**src/rtl/blink_pkg.sv**
```systemverilog
// Shared constants for the selectable-rate blinker.
// Mode and stepping-policy encodings plus the level-width helper.
package blink_pkg;

    localparam int MODE_BLINK = 0;
    localparam int MODE_PWM   = 1;

    localparam int WRAP_SAT   = 0;
    localparam int WRAP_ROLL  = 1;

    // Bits needed to hold a level value in 1..levels.
    function automatic int lvl_w(input int levels);
        return $clog2(levels + 1);
    endfunction

endpackage

```
**src/rtl/blink_rate_sel_if.sv**
```systemverilog
// Button inputs and blinker outputs bundled for the blinker core.
// The slave side is the blinker, the master side drives the buttons.
interface blink_rate_sel_if
    import blink_pkg::*;
#(
    parameter int LEVELS = 9
);

    localparam int LVL_W = lvl_w(LEVELS);

    logic             btn1;
    logic             btn2;
    logic             out;
    logic [LVL_W-1:0] level;
    logic             tick;

    modport master (
        output btn1,
        output btn2,
        input  out,
        input  level,
        input  tick
    );

    modport slave (
        input  btn1,
        input  btn2,
        output out,
        output level,
        output tick
    );

endinterface

```
**src/rtl/blink_rate_sel_btn_edge_sync.sv**
```systemverilog
// Two-flop synchroniser followed by a rising-edge detector.
// Inputs are assumed pre-debounced; a held button yields one pulse.
module btn_edge_sync (
    input  logic clk,
    input  logic _rst,
    input  logic btn,
    output logic pulse
);

    logic s1_q;
    logic s2_q;
    logic e_q;

    // Synchronise the button and keep the previous synchronised value.
    always_ff @(posedge clk or negedge _rst) begin
        if (!_rst) begin
            s1_q <= 1'b0;
            s2_q <= 1'b0;
            e_q  <= 1'b0;
        end else begin
            s1_q <= btn;
            s2_q <= s1_q;
            e_q  <= s2_q;
        end
    end

    assign pulse = s2_q & ~e_q;

endmodule

```
**src/rtl/blink_rate_sel.sv**
```systemverilog
// Button-stepped blinker: prescaler tick, level register, phase counter.
// Output is either a level-scaled toggle or a level/LEVELS duty PWM.
module blink_rate_sel
    import blink_pkg::*;
#(
    parameter int LEVELS   = 9,
    parameter int TICK_DIV = 10000000,
    parameter int WRAP     = WRAP_SAT,
    parameter int MODE     = MODE_BLINK
) (
    input logic       clk,
    input logic       _rst,
    blink_rate_sel_if.slave bus
);

    localparam int LVL_W = lvl_w(LEVELS);
    localparam int CNT_W = $clog2(TICK_DIV);
    localparam int PH_W  = $clog2(LEVELS);

    localparam logic [CNT_W-1:0] CNT_MAX = CNT_W'(TICK_DIV - 1);
    localparam logic [LVL_W-1:0] LVL_MAX = LVL_W'(LEVELS);
    localparam logic [LVL_W-1:0] LVL_ONE = LVL_W'(1);
    localparam logic [PH_W-1:0]  PH_MAX  = PH_W'(LEVELS - 1);

    logic             up;
    logic             dn;
    logic             tick;
    logic             chg;
    logic [CNT_W-1:0] cnt_q, cnt_d;
    logic [LVL_W-1:0] lvl_q, lvl_d;
    logic [PH_W-1:0]  ph_q, ph_d;
    logic [PH_W-1:0]  ph_nxt;
    logic             out_q, out_d;

    btn_edge_sync u_up (
        .clk   (clk),
        ._rst  (_rst),
        .btn   (bus.btn1),
        .pulse (up)
    );

    btn_edge_sync u_dn (
        .clk   (clk),
        ._rst  (_rst),
        .btn   (bus.btn2),
        .pulse (dn)
    );

    // Free-running prescaler; tick marks its last count.
    always_comb begin
        tick  = (cnt_q == CNT_MAX);
        cnt_d = tick ? '0 : cnt_q + 1'b1;
    end

    // Level stepping; simultaneous up and down presses cancel.
    always_comb begin
        lvl_d = lvl_q;
        if (up && !dn) begin
            if (lvl_q != LVL_MAX) begin
                lvl_d = lvl_q + 1'b1;
            end else if (WRAP == WRAP_ROLL) begin
                lvl_d = LVL_ONE;
            end
        end else if (dn && !up) begin
            if (lvl_q != LVL_ONE) begin
                lvl_d = lvl_q - 1'b1;
            end else if (WRAP == WRAP_ROLL) begin
                lvl_d = LVL_MAX;
            end
        end
        chg = (lvl_d != lvl_q);
    end

    // Phase and output update; a real level change restarts the phase.
    always_comb begin
        ph_d   = ph_q;
        out_d  = out_q;
        ph_nxt = (ph_q == PH_MAX) ? '0 : ph_q + 1'b1;
        if (chg) begin
            ph_d = '0;
        end else if (tick) begin
            if (MODE == MODE_PWM) begin
                ph_d  = ph_nxt;
                out_d = (LVL_W'(ph_nxt) < lvl_q);
            end else if (LVL_W'(ph_q) == lvl_q - 1'b1) begin
                ph_d  = '0;
                out_d = ~out_q;
            end else begin
                ph_d = ph_q + 1'b1;
            end
        end
    end

    // State registers.
    always_ff @(posedge clk or negedge _rst) begin
        if (!_rst) begin
            cnt_q <= '0;
            lvl_q <= LVL_ONE;
            ph_q  <= '0;
            out_q <= 1'b0;
        end else begin
            cnt_q <= cnt_d;
            lvl_q <= lvl_d;
            ph_q  <= ph_d;
            out_q <= out_d;
        end
    end

    assign bus.out   = out_q;
    assign bus.level = lvl_q;
    assign bus.tick  = tick;

endmodule

```
**src/flat_wrapper.sv**
```systemverilog
// flat-port wrapper written by rule: the top's interface ports become plain ports
module blink_rate_sel_flat import blink_pkg::*;
#(
    parameter int LEVELS   = 9,
    parameter int TICK_DIV = 10000000,
    parameter int WRAP     = WRAP_SAT,
    parameter int MODE     = MODE_BLINK
)
  (clk, _rst, bus_btn1, bus_btn2, bus_out, bus_level, bus_tick);
  blink_rate_sel_if #(.LEVELS(LEVELS)) bus_i ();
  input logic clk;
  input logic _rst;
  input wire logic [$bits(bus_i.btn1)-1:0] bus_btn1;
  input wire logic [$bits(bus_i.btn2)-1:0] bus_btn2;
  output wire logic [$bits(bus_i.out)-1:0] bus_out;
  output wire logic [$bits(bus_i.level)-1:0] bus_level;
  output wire logic [$bits(bus_i.tick)-1:0] bus_tick;
  assign bus_i.btn1 = bus_btn1;
  assign bus_i.btn2 = bus_btn2;
  assign bus_out = bus_i.out;
  assign bus_level = bus_i.level;
  assign bus_tick = bus_i.tick;
  blink_rate_sel #(.LEVELS(LEVELS), .TICK_DIV(TICK_DIV), .WRAP(WRAP), .MODE(MODE)) u_core (.clk(clk), ._rst(_rst), .bus(bus_i));
endmodule
```
**config.mk**
```make
export PLATFORM = sky130hd
export DESIGN_NAME = blink_rate_sel_flat
export DESIGN_NICKNAME = d
export VERILOG_FILES = /design/src/rtl/blink_pkg.sv /design/src/rtl/blink_rate_sel_if.sv /design/src/rtl/blink_rate_sel_btn_edge_sync.sv /design/src/rtl/blink_rate_sel.sv /design/src/flat_wrapper.sv
export SDC_FILE = /design/constraint.sdc
export NUM_CORES = 1
export LEC_CHECK = 0
export BUFFER_PORTS_ARGS = -buffer_cell sky130_fd_sc_hd__buf_2
export CELL_PAD_IN_SITES_DETAIL_PLACEMENT = 1
export CELL_PAD_IN_SITES_GLOBAL_PLACEMENT = 2
export CORE_ASPECT_RATIO = 0.75
export CORE_MARGIN = 2
export CORE_UTILIZATION = 40
export DETAILED_ROUTE_END_ITERATION = 12
export PLACE_DENSITY = 0.9
export SYNTH_ARGS = -nofsm -noshare
export SYNTH_HDL_FRONTEND = slang
export SYNTH_SLANG_ARGS = --single-unit
export TNS_END_PERCENT = 10
```
**constraint.sdc**
```tcl
create_clock -name clk -period 2.7 [get_ports clk]
set_clock_uncertainty 0.1 [all_clocks]
set_input_delay 0.27 -clock clk [delete_from_list [all_inputs] [get_ports clk]]
set_output_delay 0.27 -clock clk [all_outputs]
set_load 0.05 [all_outputs]
```
==> flow_metrics.py, run 1 <==
metrics = {
    "timing": {
        "report.final.slew_viol_count": 0,
        "final-hold-violation-count": 34,
        "finalSetupViolCount": 0,
        "post-route-period-util_pct": 84.6,
        "fin_crit_ns": 2.29,
        "setup-tns-final_ns": 0,
        "rsz0062_at_grt": "false",
        "finalHoldWorstSlack_ns": -0.0209,
        "max_clock_freq_mhz": 438,
        "worst-slew-pin-transition_ns": 0.850,
        "timing.slew.headroom_pct": 43.4,
    },
    "cts": {
        "cts-buffers-inserted": 5,
        "cts_tree": "done",
        "post_cts_buffers": 0,
        "cts_root_buf": "clkbuf_8",
        "clock_sinks": 39,
        "cts.reportedPaths.clkPinSlew_ns": 0.08,
        "postCtsResizedCells": 0,
        "h-tree-depth": 2,
        "clock_latency_ns": 0.29,
        "max-clock-path-buffers": 2,
    },
    "setup_path": {
        "number_of_buffers_and_inverters_on_the_critical_path": 1,
        "cp.arrival_ns": 2.41,
        "worstPathCellList": "inv_1 -> ha_1 -> xor3_1 -> nor3_1 -> nand2_1 -> nor3_2 -> xor2_1",
        "crit_path_max_incr_delay_ns": 0.60,
        "critical_path_stages": 7,
        "criticalPathCategory": "reg2reg",
        "path_max_fanout": 6,
        "startpoint_type": "register",
        "worstRegToRegCells": 7,
        "cp-end-kind": "register",
        "critical_path.top_delay_family": "simple AND/OR/NAND/NOR gates",
        "cp_slowest_cell": "dfstp_2",
        "crit_required_ns": 2.82,
    },
    "yosys": {
        "yosysTopAreaCellShare_pct": 48.7,
        "netlist.top_cell.by_area": "dfrtp_1",
        "synth_area_leaders": "dfrtp_1 (49%), xnor2_1 (6.3%), xor2_1 (6.3%), nand3_1 (4.1%), ha_1 (3.2%)",
        "netlist-cell-type-count": 44,
        "yosys_warnings": 0,
        "synth.cell_area_sq_mm": 0.00195,
        "synth-edff-count": 0,
        "synth-seq-cells": 39,
        "synth.yosys.seq_area_share_pct": 50.1,
        "synthArstFlopShare_pct": 100,
        "postSynthNetCount": 195,
        "synthesis.area_per_instance_sq_um": 10.5,
        "synth_cells": 186,
        "synth_ff_type": "dfrtp_1",
    },
    "placed_design": {
        "dpl_cell_area_sq_mm": 0.00206,
        "gp_congestion": 0.790,
        "io_buffer_count": 9,
        "dp_hpwl_um": 3120,
    },
    "global_route": {
        "grt_max_degree": 40,
        "gr-usage-all-layers_pct": 17.6,
        "gr-total-overflow": 0,
        "first_global_vias": 1518,
        "antenna_found_initial": 0,
        "grt_pass1_wl_um": 7490,
    },
    "finish": {
        "syn2layout_area_growth_pct": 12.2,
        "final_cell_mix": "dfrtp_1 (38), nor2_1 (16), nand3_1 (16), nand2_1 (16)",
        "most_common_library_cell_in_the_layout_ignoring_fill_and_taps": "dfrtp_1",
        "final_layout_net_count": 210,
        "post_route_cells_drive_above_1_share_pct": 13.9,
        "final.fill_count": 519,
        "antenna_cells": 0,
        "final_standard_cell_area_without_fillers_sq_mm": 0.00219,
        "utilization_pct": 47.9,
    },
    "pwr": {
        "pwr_density_cell_mw_per_mm2": 730,
        "p_total_mw": 1.60,
        "maximum_vdd_drop_mv": 0.491,
        "cellLeakagePower_nw": 1.01,
    },
    "route": {
        "route.detailed.wl_per_inst_um": 16.5,
        "detailedRoute.firstIterationViolations": 83,
        "drc": 0,
        "drt-total-wl_um": 4280,
        "post_drt_via_cell_ratio": 5.45,
        "ant_nets": 0,
        "vias": 1411,
        "drt_pass1_iterations": 4,
    },
    "outcome": {
        "failed_checks": "hold timing",
        "outcome": "finished, violations left",
    },
    "floorplanning": {
        "floorplan.die_area_sq_mm": 0.00546,
        "design.core.area_sq_mm": 0.00457,
        "initial_core_util_pct": 42.7,
        "io_pins": 10,
        "row_count": 21,
        "height_of_the_die_um": 64.5,
        "dieWidth_um": 84.6,
    },
    "hold_path": {
        "worstHoldPathType": "in2async",
    },
    "run": {
        "max-cap-violations": 0,
    },
}
cell families after synthesis:
family | count (synthesis) | share of synthesized area [%]
AO/OA/AOI/OAI | 19 | 6.22
XOR/XNOR | 29 | 13.8
adder cells (fa/ha/maj) | 5 | 3.21
buffers and inverters | 10 | 2.63
flip-flops | 39 | 50.1
multiplexers | 1 | 0.513
AND/OR/NAND/NOR | 83 | 23.5
state kept, by name, summed over array words and instances (netlist names):
| name | cells |
|---|---|
| u_core.u_up.s1_q | 1 |
| u_core.bus.level | 4 |
| u_core.u_dn.s1_q | 1 |
| u_core.u_up.e_q | 1 |
| u_core.u_up.s2_q | 1 |
| u_core.u_dn.s2_q | 1 |
| u_core.ph_q | 4 |
| u_core.u_dn.e_q | 1 |
| u_core.cnt_q | 24 |
| u_core.bus.out | 1 |
routing by layer:
metal | track usage, % | up-vias | share of wire (%)
met5 | 0 | - | 0
met1 | 23.9 | 716 | 49
li1 | - | 675 | -
met4 | 4.96 | 0 | 1.1
met2 | 28.5 | 13 | 48
met3 | 3.82 | 7 | 2.1
Yosys cell counts, types with 2 or more instances:
cell and count:
dfrtp_1 38, a21oi_1 6, nand2_1 16, o21ai_0 3, and4_1 3, a21o_1 2, inv_1 5, and3_1 4
xnor2_1 14, xor2_1 14, nand4_1 4, nor3_1 6, nor4_1 5, nand3_1 16, ha_1 5, and2_1 2
nor2_1 16
through the flow:
stage / std cells / worst slack (ns) / hold slack, ns
2_1_floorplan: 186 / 0.408 / -0.126
3_3_place_gp: 249 / 0.596 / 0.234
3_5_place_dp: 249 / 0.446 / 0.236
4_1_cts: 259 / 0.412 / 0.0116
5_1_grt: 259 / 0.273 / 0.0368
6_report: 259 / 0.415 / -0.0209
area by class of cell:
class | instances | area (sq um) | share of cell area [%]
timing repair buffer | 13 | 80.1 | 3.66
multi-input combinational | 137 | 928 | 42.4
sequential | 39 | 977 | 44.7
inverter | 5 | 18.8 | 0.858
clock buffer | 5 | 68.8 | 3.14
tap | 57 | 71.3 | 3.26
clock inverter | 3 | 43.8 | 2.00
worst register-to-register path, cell delays in order (launching register included):
cell and delay, ns:
dfstp_2 0.60, inv_1 0.10, ha_1 0.24, xor3_1 0.36
nor3_1 0.28, nand2_1 0.21, nor3_2 0.17, xor2_1 0.15
power by group:
group	switching, mW	internal [mW]	leakage, nW	total, mW
combinational	0.276	0.156	0.447	0.432
clock	0.209	0.275	0.0581	0.484
sequential	0.0588	0.623	0.509	0.682
path summary, 6_finish.rpt:
check                                   end                start  slack [ns]
min                        u_core.cnt_q[18]                 _rst       -0.02
min in group clk           u_core.u_up.s2_q     u_core.u_up.s1_q        0.25
max                          u_core.bus.out  u_core.bus.level[0]        0.41
max in group asynchronous  u_core.cnt_q[13]                 _rst        1.97
min reg2reg                u_core.u_up.s2_q     u_core.u_up.s1_q        0.25
max reg2reg                  u_core.bus.out  u_core.bus.level[0]        0.41
timing repair:
item,in CTS,in global routing
endpoints found under the setup margin,0,0
hold endpoints to repair,2,0
hold buffers,2,0
No activity file was read; power rests on OpenSTA's default activity.
==> inputs of run 2 (changes only) <==
- clock period: 2.7 -> 2.3 ns (I/O delays scaled with it)
==> run 2 against run 1 <==
The run now ends clean. Combinational power rose by 28%. Sequential share of layout area shrank 0.13 points. Hold slack better by 0.27 ns. First-iteration DRC count is 58% lower. Largest cell class unchanged. Largest power group unchanged.
==> flow_metrics.py, run 2 (same netlist as run 1, synthesis figures left out) <==
metrics = {
    "setup_path": {
        "worstReg2RegEnd": "u_core.bus.out",
        "worstRegToRegCells": 7,
        "r2r-start": "u_core.bus.level[0]",
        "criticalPathCategory": "reg2out",
        "cp-end-kind": "output port",
        "number_of_buffers_and_inverters_on_the_critical_path": 1,
        "crit_path_max_incr_delay_ns": 0.57,
        "cp.arrival_ns": 1.84,
        "crit_required_ns": 1.97,
        "worstPathCellList": "or4_4 -> nor4_2 -> clkbuf_4",
        "startpoint_type": "register",
        "cp_slowest_cell": "or4_4",
        "path_max_fanout": 6,
        "critical_path.top_delay_family": "simple AND/OR/NAND/NOR gates",
        "ff2ff_setup_slack_ns": 0.16,
    },
    "pwr": {
        "netSwitchingFraction_pct": 36.2,
        "comb_power_share_pct": 30.3,
        "pwr-share-seq_pct": 43.7,
        "maximum_vdd_drop_mv": 0.525,
        "internal_portion_of_total_power_mw": 1.16,
        "cellLeakagePower_nw": 1.01,
        "p_clk_share_pct": 25.9,
        "power.net_switching_uw": 661,
        "pwr_density_cell_mw_per_mm2": 832,
    },
    "global_route": {
        "antenna_found_initial": 0,
        "grt_max_degree": 40,
        "gr-total-overflow": 0,
        "grt_pass1_wl_um": 7590,
        "first_global_vias": 1569,
        "gr-usage-all-layers_pct": 17.8,
    },
    "finish": {
        "most_common_library_cell_in_the_layout_ignoring_fill_and_taps": "dfrtp_1",
        "largest_register_ff_count": 24,
        "final_layout_net_count": 210,
        "most_flops_register": "u_core.cnt_q",
        "utilization_pct": 48.0,
        "post_route_cells_drive_above_1_share_pct": 14.4,
        "syn2layout_area_growth_pct": 12.5,
        "antenna_cells": 0,
        "final_cell_mix": "dfrtp_1 (38), nor2_1 (16), nand3_1 (16)",
        "layoutNonFillerInstCount": 258,
    },
    "route": {
        "detailedRoute.firstIterationViolations": 35,
        "drc": 0,
        "drt-total-wl_um": 4280,
        "post_drt_via_cell_ratio": 5.50,
        "drt_pass1_iterations": 4,
        "route.detailed.wl_per_inst_um": 16.6,
        "ant_nets": 0,
        "vias": 1418,
    },
    "floorplanning": {
        "design.core.area_sq_mm": 0.00457,
        "floorplan.die_area_sq_mm": 0.00546,
        "height_of_the_die_um": 64.5,
        "io_pins": 10,
        "dieWidth_um": 84.6,
        "row_count": 21,
        "initial_core_util_pct": 42.7,
    },
    "placed_design": {
        "place_inst": 248,
        "worst_slack_at_placement_ns": 0.0170,
        "dp_hpwl_um": 3020,
        "io_buffer_count": 9,
        "gp_congestion": 0.782,
    },
    "hold_path": {
        "hold_depth": 0,
        "worstHoldPathType": "reg2reg",
        "min_delay_worst_endpoint": "u_core.u_dn.s2_q",
        "holdCritStartpoint": "u_core.u_dn.s1_q",
    },
    "timing": {
        "fin_crit_ns": 2.17,
        "post-route-period-util_pct": 94.4,
        "report.final.slew_viol_count": 0,
        "worst-slew-pin-transition_ns": 0.865,
        "setup_slack_ns": 0.129,
        "rsz0062_at_grt": "false",
        "setup-tns-final_ns": 0,
        "final-hold-violation-count": 0,
        "max_clock_freq_mhz": 461,
        "finalSetupViolCount": 0,
        "timing.slew.headroom_pct": 42.3,
    },
    "cts": {
        "clock_latency_ns": 0.29,
        "cts_root_buf": "clkbuf_8",
        "cts.reportedPaths.clkPinSlew_ns": 0.07,
        "clock_sinks": 39,
        "cts-buffers-inserted": 5,
        "post_cts_buffers": 0,
        "cts_tree": "done",
        "max-clock-path-buffers": 2,
        "h-tree-depth": 2,
    },
    "outcome": {
        "outcome": "complete, no violations",
    },
    "run": {
        "max-cap-violations": 0,
    },
}
[run 2: worst max-delay path by stage]
stage	start	end	depth (start not counted)
2_1_floorplan	u_core.cnt_q[7]	bus_tick	3
6_report	u_core.cnt_q[8]	bus_tick	3
3_3_place_gp	u_core.bus.level[0]	u_core.bus.out	7
5_1_grt	u_core.bus.level[0]	u_core.bus.out	7
4_1_cts	u_core.bus.level[0]	u_core.bus.out	7
3_5_place_dp	u_core.bus.level[0]	u_core.bus.out	7
[run 2: layout make-up]
cell class	instances	area, sq um
fill	530	2380
sequential	39	977
multi-input combinational	137	955
timing repair buffer	13	85.1
clock buffer	6	82.6
tap	57	71.3
inverter	5	18.8
clock inverter	1	5.00
[run 2: per-layer routing]
metal  GRT usage [%]  wire length (um)  share of wire, %
met1            22.5              2030                47
met4            4.56                35              0.82
met5               0                 0                 0
met3            5.35               116               2.7
met2            29.8              2100                49
[run 2: timing repair]
item / CTS / global route
setup endpoints to repair: 1 / 2
hold buffers: 3 / 0
hold endpoints to repair: 40 / 0
resized for setup: 1 / 5
[run 2: through the flow]
step	area, sq um	hold WS, ns	total power, mW
detailed placement	2050	0.240	1.31
global placement	2050	0.233	1.28
finish	2190	0.253	1.82
global route	2190	0.266	1.93
floorplan	1960	-0.166	1.19
CTS	2170	0.259	1.81
[run 2: power groups by stage]
stage / sequential, mW / clock (mW) / combinational (mW)
finish: 0.798 / 0.473 / 0.553
global route: 0.809 / 0.522 / 0.597
CTS: 0.798 / 0.490 / 0.523
detailed placement: 0.811 / 0 / 0.502
global placement: 0.802 / 0 / 0.481
floorplan: 0.909 / 0 / 0.277
